`src/rtl/edge_event_monitor.sv`:
```
// Multi-channel sampled-value checker ($rose/$fell/$stable/$changed) with
// pass/fail pulses, saturating counters, sticky errors and first-failure capture.
module edge_event_monitor #(
    parameter int NCH          = 4,
    parameter int CNT_W        = 16,
    parameter int TS_W         = 32,
    parameter int STOP_ON_FAIL = 0,
    localparam int CH_W        = (NCH > 1) ? $clog2(NCH) : 1
) (
    input  logic                 clk,
    input  logic                 rst,
    input  logic                 en,
    input  logic                 clr,
    input  logic [2*NCH-1:0]     mode,
    input  logic [NCH-1:0]       sig,
    output logic [NCH-1:0]       pass,
    output logic [NCH-1:0]       fail,
    output logic [NCH*CNT_W-1:0] pass_cnt,
    output logic [NCH*CNT_W-1:0] fail_cnt,
    output logic [NCH-1:0]       err_sticky,
    output logic                 first_fail_vld,
    output logic [CH_W-1:0]      first_fail_ch,
    output logic [TS_W-1:0]      first_fail_ts,
    output logic                 halted
);

    typedef enum logic [1:0] {
        IDLE  = 2'b00,
        PRIME = 2'b01,
        RUN   = 2'b10,
        HALT  = 2'b11
    } state_t;

    localparam logic [CNT_W-1:0] CNT_MAX = {CNT_W{1'b1}};

    state_t            state_r;
    state_t            state_nxt_s;
    logic [NCH-1:0]    prev_r;
    logic [TS_W-1:0]   cyc_r;
    logic [NCH-1:0]    ok_s;
    logic [NCH-1:0]    pass_s;
    logic [NCH-1:0]    fail_s;
    logic [CH_W-1:0]   low_idx_s;
    logic              evaluate_s;

    // Per-channel rule check of the current sample against the previous one.
    always_comb begin
        ok_s = '0;
        for (int i = 0; i < NCH; i++) begin
            case (mode[2*i +: 2])
                2'b00:   ok_s[i] = ~prev_r[i] & sig[i];
                2'b01:   ok_s[i] = prev_r[i] & ~sig[i];
                2'b10:   ok_s[i] = ~(prev_r[i] ^ sig[i]);
                2'b11:   ok_s[i] = prev_r[i] ^ sig[i];
                default: ok_s[i] = 1'b0;
            endcase
        end
    end

    // Only a RUN edge with en high is judged; every judged channel yields exactly one of pass/fail.
    always_comb begin
        evaluate_s = (state_r == RUN) && en;
        if (evaluate_s) begin
            pass_s = ok_s;
            fail_s = ~ok_s;
        end else begin
            pass_s = '0;
            fail_s = '0;
        end
    end

    // Lowest failing channel index; scanning downwards leaves the lowest one last.
    always_comb begin
        low_idx_s = '0;
        for (int i = NCH - 1; i >= 0; i--) begin
            if (fail_s[i]) begin
                low_idx_s = CH_W'(i);
            end else begin
                low_idx_s = low_idx_s;
            end
        end
    end

    // Next-state decode of the monitor FSM.
    always_comb begin
        state_nxt_s = state_r;
        case (state_r)
            IDLE: begin
                if (en) begin
                    state_nxt_s = PRIME;
                end else begin
                    state_nxt_s = IDLE;
                end
            end
            PRIME: begin
                if (en) begin
                    state_nxt_s = RUN;
                end else begin
                    state_nxt_s = IDLE;
                end
            end
            RUN: begin
                if (!en) begin
                    state_nxt_s = IDLE;
                end else if ((STOP_ON_FAIL != 0) && (|fail_s)) begin
                    state_nxt_s = HALT;
                end else begin
                    state_nxt_s = RUN;
                end
            end
            HALT: begin
                if (clr) begin
                    state_nxt_s = IDLE;
                end else begin
                    state_nxt_s = HALT;
                end
            end
            default: state_nxt_s = IDLE;
        endcase
    end

    // FSM, history, cycle counter and result pulses.
    always_ff @(posedge clk) begin
        if (rst) begin
            state_r <= IDLE;
            halted  <= 1'b0;
            prev_r  <= '0;
            cyc_r   <= '0;
            pass    <= '0;
            fail    <= '0;
        end else begin
            state_r <= state_nxt_s;
            halted  <= (state_nxt_s == HALT);
            cyc_r   <= cyc_r + TS_W'(1);
            pass    <= pass_s;
            fail    <= fail_s;
            if ((state_r == PRIME) || evaluate_s) begin
                prev_r <= sig;
            end
        end
    end

    // Statistics: saturating counters, sticky errors, first-failure capture; clr beats a same-edge fail.
    always_ff @(posedge clk) begin
        if (rst || clr) begin
            pass_cnt       <= '0;
            fail_cnt       <= '0;
            err_sticky     <= '0;
            first_fail_vld <= 1'b0;
            first_fail_ch  <= '0;
            first_fail_ts  <= '0;
        end else begin
            for (int i = 0; i < NCH; i++) begin
                if (pass_s[i] && (pass_cnt[i*CNT_W +: CNT_W] != CNT_MAX)) begin
                    pass_cnt[i*CNT_W +: CNT_W] <= pass_cnt[i*CNT_W +: CNT_W] + CNT_W'(1);
                end
                if (fail_s[i] && (fail_cnt[i*CNT_W +: CNT_W] != CNT_MAX)) begin
                    fail_cnt[i*CNT_W +: CNT_W] <= fail_cnt[i*CNT_W +: CNT_W] + CNT_W'(1);
                end
            end
            err_sticky <= err_sticky | fail_s;
            if (!first_fail_vld && (|fail_s)) begin
                first_fail_vld <= 1'b1;
                first_fail_ch  <= low_idx_s;
                first_fail_ts  <= cyc_r;
            end
        end
    end

endmodule
```
`config.mk`:
```
export PLATFORM = sky130hd
export DESIGN_NAME = edge_event_monitor
export DESIGN_NICKNAME = d
export VERILOG_FILES = /design/src/rtl/edge_event_monitor.sv
export SDC_FILE = /design/constraint.sdc
export NUM_CORES = 1
export LEC_CHECK = 0
export BUFFER_PORTS_ARGS = -buffer_cell sky130_fd_sc_hd__buf_2
export CAP_MARGIN = 40
export CORE_MARGIN = 1
export CORE_UTILIZATION = 45
export CTS_CLUSTER_SIZE = 20
export DETAILED_ROUTE_END_ITERATION = 8
export HOLD_SLACK_MARGIN = 0.02
export PLACE_DENSITY = 0.72
export SYNTH_ARGS = -nofsm -noshare
export SYNTH_HDL_FRONTEND = slang
export SYNTH_SLANG_ARGS = --single-unit
```
`constraint.sdc`:
```
create_clock -name clk -period 3.1 [get_ports clk]
set_input_delay 0.31 -clock clk [delete_from_list [all_inputs] [get_ports clk]]
set_output_delay 0.31 -clock clk [all_outputs]
set_load 0.1 [all_outputs]
```
==> metrics <==
ys async rst share=0%; Post-Synth XOR/XNOR Area=11.2%; IO Pins=192; drt drc=0; cells after synthesis=1145; Synth Register Bits=214; GPL Wtd Cong=0.872; EDFF count, synth=0; RSZ-0062 raised after global routing=no; CTS root buffer=clkbuf_16; final worst slack=679 ps; R2R setup slack=680 ps; status=finished clean; most numerous cell in the Yosys netlist=dfxtp_1; min Tclk post-route=2420 ps; initial core utilization=45.9%; met1 wire length=11000 µm; YS warnings=0; pwr/cell area=489 nW/µm²; r2r worst-path depth=7; Clk Latency, worst-skew pair=510 ps; routed wl met2=11000 µm; Post-DRT Antenna Nets=0; final slew viol count=0; kind of critical path=reg -> reg; Synth Area in Compound Gates=7.72%; Synth Area in Simple Gates=30.3%; Detailed Routing Iterations Pass 1=4; WL/cell=14.7 µm; setup bufs post-CTS=0; final core utilization=55.8%; Synth Net Count=1182; vias in the first global route=7878; startpoint types=register; clock skew=15.9 ps; initial antenna violation count=6; Total Neg Setup Slack=0 ps; Final Hold Viols=0; ratio of cells with drive above 1 in the final layout=19.6%; fmax=413 MHz; Rows=53; total track usage=21.4%; remaining global-route overflow=0; Num CTS Buffers=25; Adder-Cell Fraction of Synth Area=2.73%; HPWL Detailed=17000 µm; syn_area_per_cell=8.39 µm²; full die area=21900 µm²; CORE AREA=21000 µm²; Data required, critical path=3540 ps; Vias per Instance=5.35; Synth cell types=58; die width=148 µm; Hold WC Path Type=in -> reg; routed wl met3=1610 µm; synth top area cells=dfxtp_1, nor2_1, xnor2_1, nand3_1, xor2_1; synth cell count leaders=dfxtp_1, nor2_1, nand2_1; Die Y-Extent=148 µm; endpoint class of the critical path=register; Multi-input gate area=5080 µm²; register area=4280 µm²; Slew headroom=43.7%; hold bufs inserted after CTS=0; I/O Buffers=191; Max FO, Critical Path=13; DR vias=8735; Lkg Pwr=4.49 nW; CTS tree=yes; Top FF cell, synth=dfxtp_1; cell area after synthesis=9610 µm²; Synth area leader=dfxtp_1; # fillers=1959; CTS H-tree lvls=1; Design Area, Final=11700 µm²; NumNets Final=1372; post-cts repair resize count=0; Worst-path clk slew=60 ps; post-route clock period utilization=78.1%; synthesis-to-layout area growth=21.7%; VDD IR-drop max=393 µV; first-pass GRT wire length=38900 µm; CTS max path bufs=3; dpl ws=592 ps; highest metal layer with signal wires=met5; sequential area share after synthesis=44.6%; Clock Sinks=214; final setup violation count=0; largest net degree at the start of global routing=46; Total Wirelength=24100 µm; worst slew pin tran=838 ps; Iteration-0 DRC Markers=435; Synth top area share=44.6%; Area after DPL=10900 µm²; worst hold path cell count=3; Max Cap Viol=0; Critical Path AT=2860 ps; proportion of synthesized area in mux cells=0.638%; largest family of logic cells by synthesized area=simple AND/OR/NAND/NOR gates
-- worst paths after layout --
check                     endpoint        startpoint
setup reg to reg      pass_cnt[31]        state_r[0]
setup / recovery      pass_cnt[31]        state_r[0]
hold / removal           prev_r[0]            sig[0]
hold reg to reg   first_fail_ch[1]  first_fail_ch[1]
-- stage by stage --
| stage | hold slack [ps] | instances | power [W] |
|---|---|---|---|
| floorplan | 441 | 1145 | 0.00292 |
| global placement | 435 | 1583 | 0.00298 |
| detailed placement | 445 | 1583 | 0.00298 |
| CTS | 67.2 | 1628 | 0.00579 |
| global route | 80.6 | 1631 | 0.00593 |
| finish | 93.1 | 1633 | 0.00572 |
-- cell type report --
cell class                      count  area share [%]
Antenna cell                        5           0.107
Clock buffer                       33            5.86
Clock inverter                     12           0.845
Inverter                           28           0.899
Multi-Input combinational cell    861            43.4
Sequential cell                   214            36.6
Tap cell                          275            2.94
Timing Repair Buffer              205            9.29
-- placed cells by master (no fill, tap or decap), types with 5 or more instances in the layout --
master	Yosys	final
a21oi_1	34	34
and2_1	9	9
and3_1	22	22
and4_1	10	10
buf_2	5	191
buf_4	0	12
clkbuf_1	36	5
clkbuf_16	0	25
clkinv_2	0	7
dfxtp_1	214	214
diode_2	0	5
ha_1	21	21
inv_1	28	28
mux2i_1	5	5
nand2_1	98	98
nand3_1	90	90
nand4_1	47	47
nor2_1	177	176
nor3_1	36	36
nor3b_1	6	6
nor4_1	27	27
o21ai_0	55	55
o31ai_1	5	5
or2_2	9	8
or3_1	22	22
or4_1	6	6
xnor2_1	73	73
xor2_1	50	50
-- per-layer routing --
| layer | global-route usage (%) | vias up |
|---|---|---|
| li1 | - | 4391 |
| met1 | 28.3 | 4083 |
| met2 | 35.3 | 224 |
| met3 | 3.96 | 35 |
| met4 | 6.55 | 2 |
| met5 | 0 | - |
-- power by group --
part,internal (W),total (W),leakage [nW],switching [W]
Clock,0.00164,0.00280,0.384,0.00116
Sequential,0.00276,0.00276,1.72,0.00000747
Combinational,0.0000449,0.000156,2.38,0.000111
Total,0.00445,0.00572,4.49,0.00127
-- logic make-up (layout without fill, tap and decap cells) --
group | Yosys count | after routing
compound gates | 126 | 126
xor+xnor | 123 | 123
fa+ha+maj | 21 | 21
buf+inv | 70 | 278
flops | 214 | 214
mux | 6 | 6
other cells | 0 | 5
simple gates | 585 | 585
-- critical path, cell delays in order (launching register included) --
cell,delay [ps]
dfxtp_1,330
inv_1,80
ha_1,200
nand2_2,180
or3_4,510
or4_4,600
or3_1,320
a21oi_1,150
-- state kept, by name, indices dropped and copies added (netlist names), 4 cells and up --
name and flops:
fail_cnt 64, pass_cnt 64, cyc_r 32, first_fail_ts 32, err_sticky 4, fail 4, pass 4, prev_r 4
Note: power is estimated with default switching activity, not from simulation.
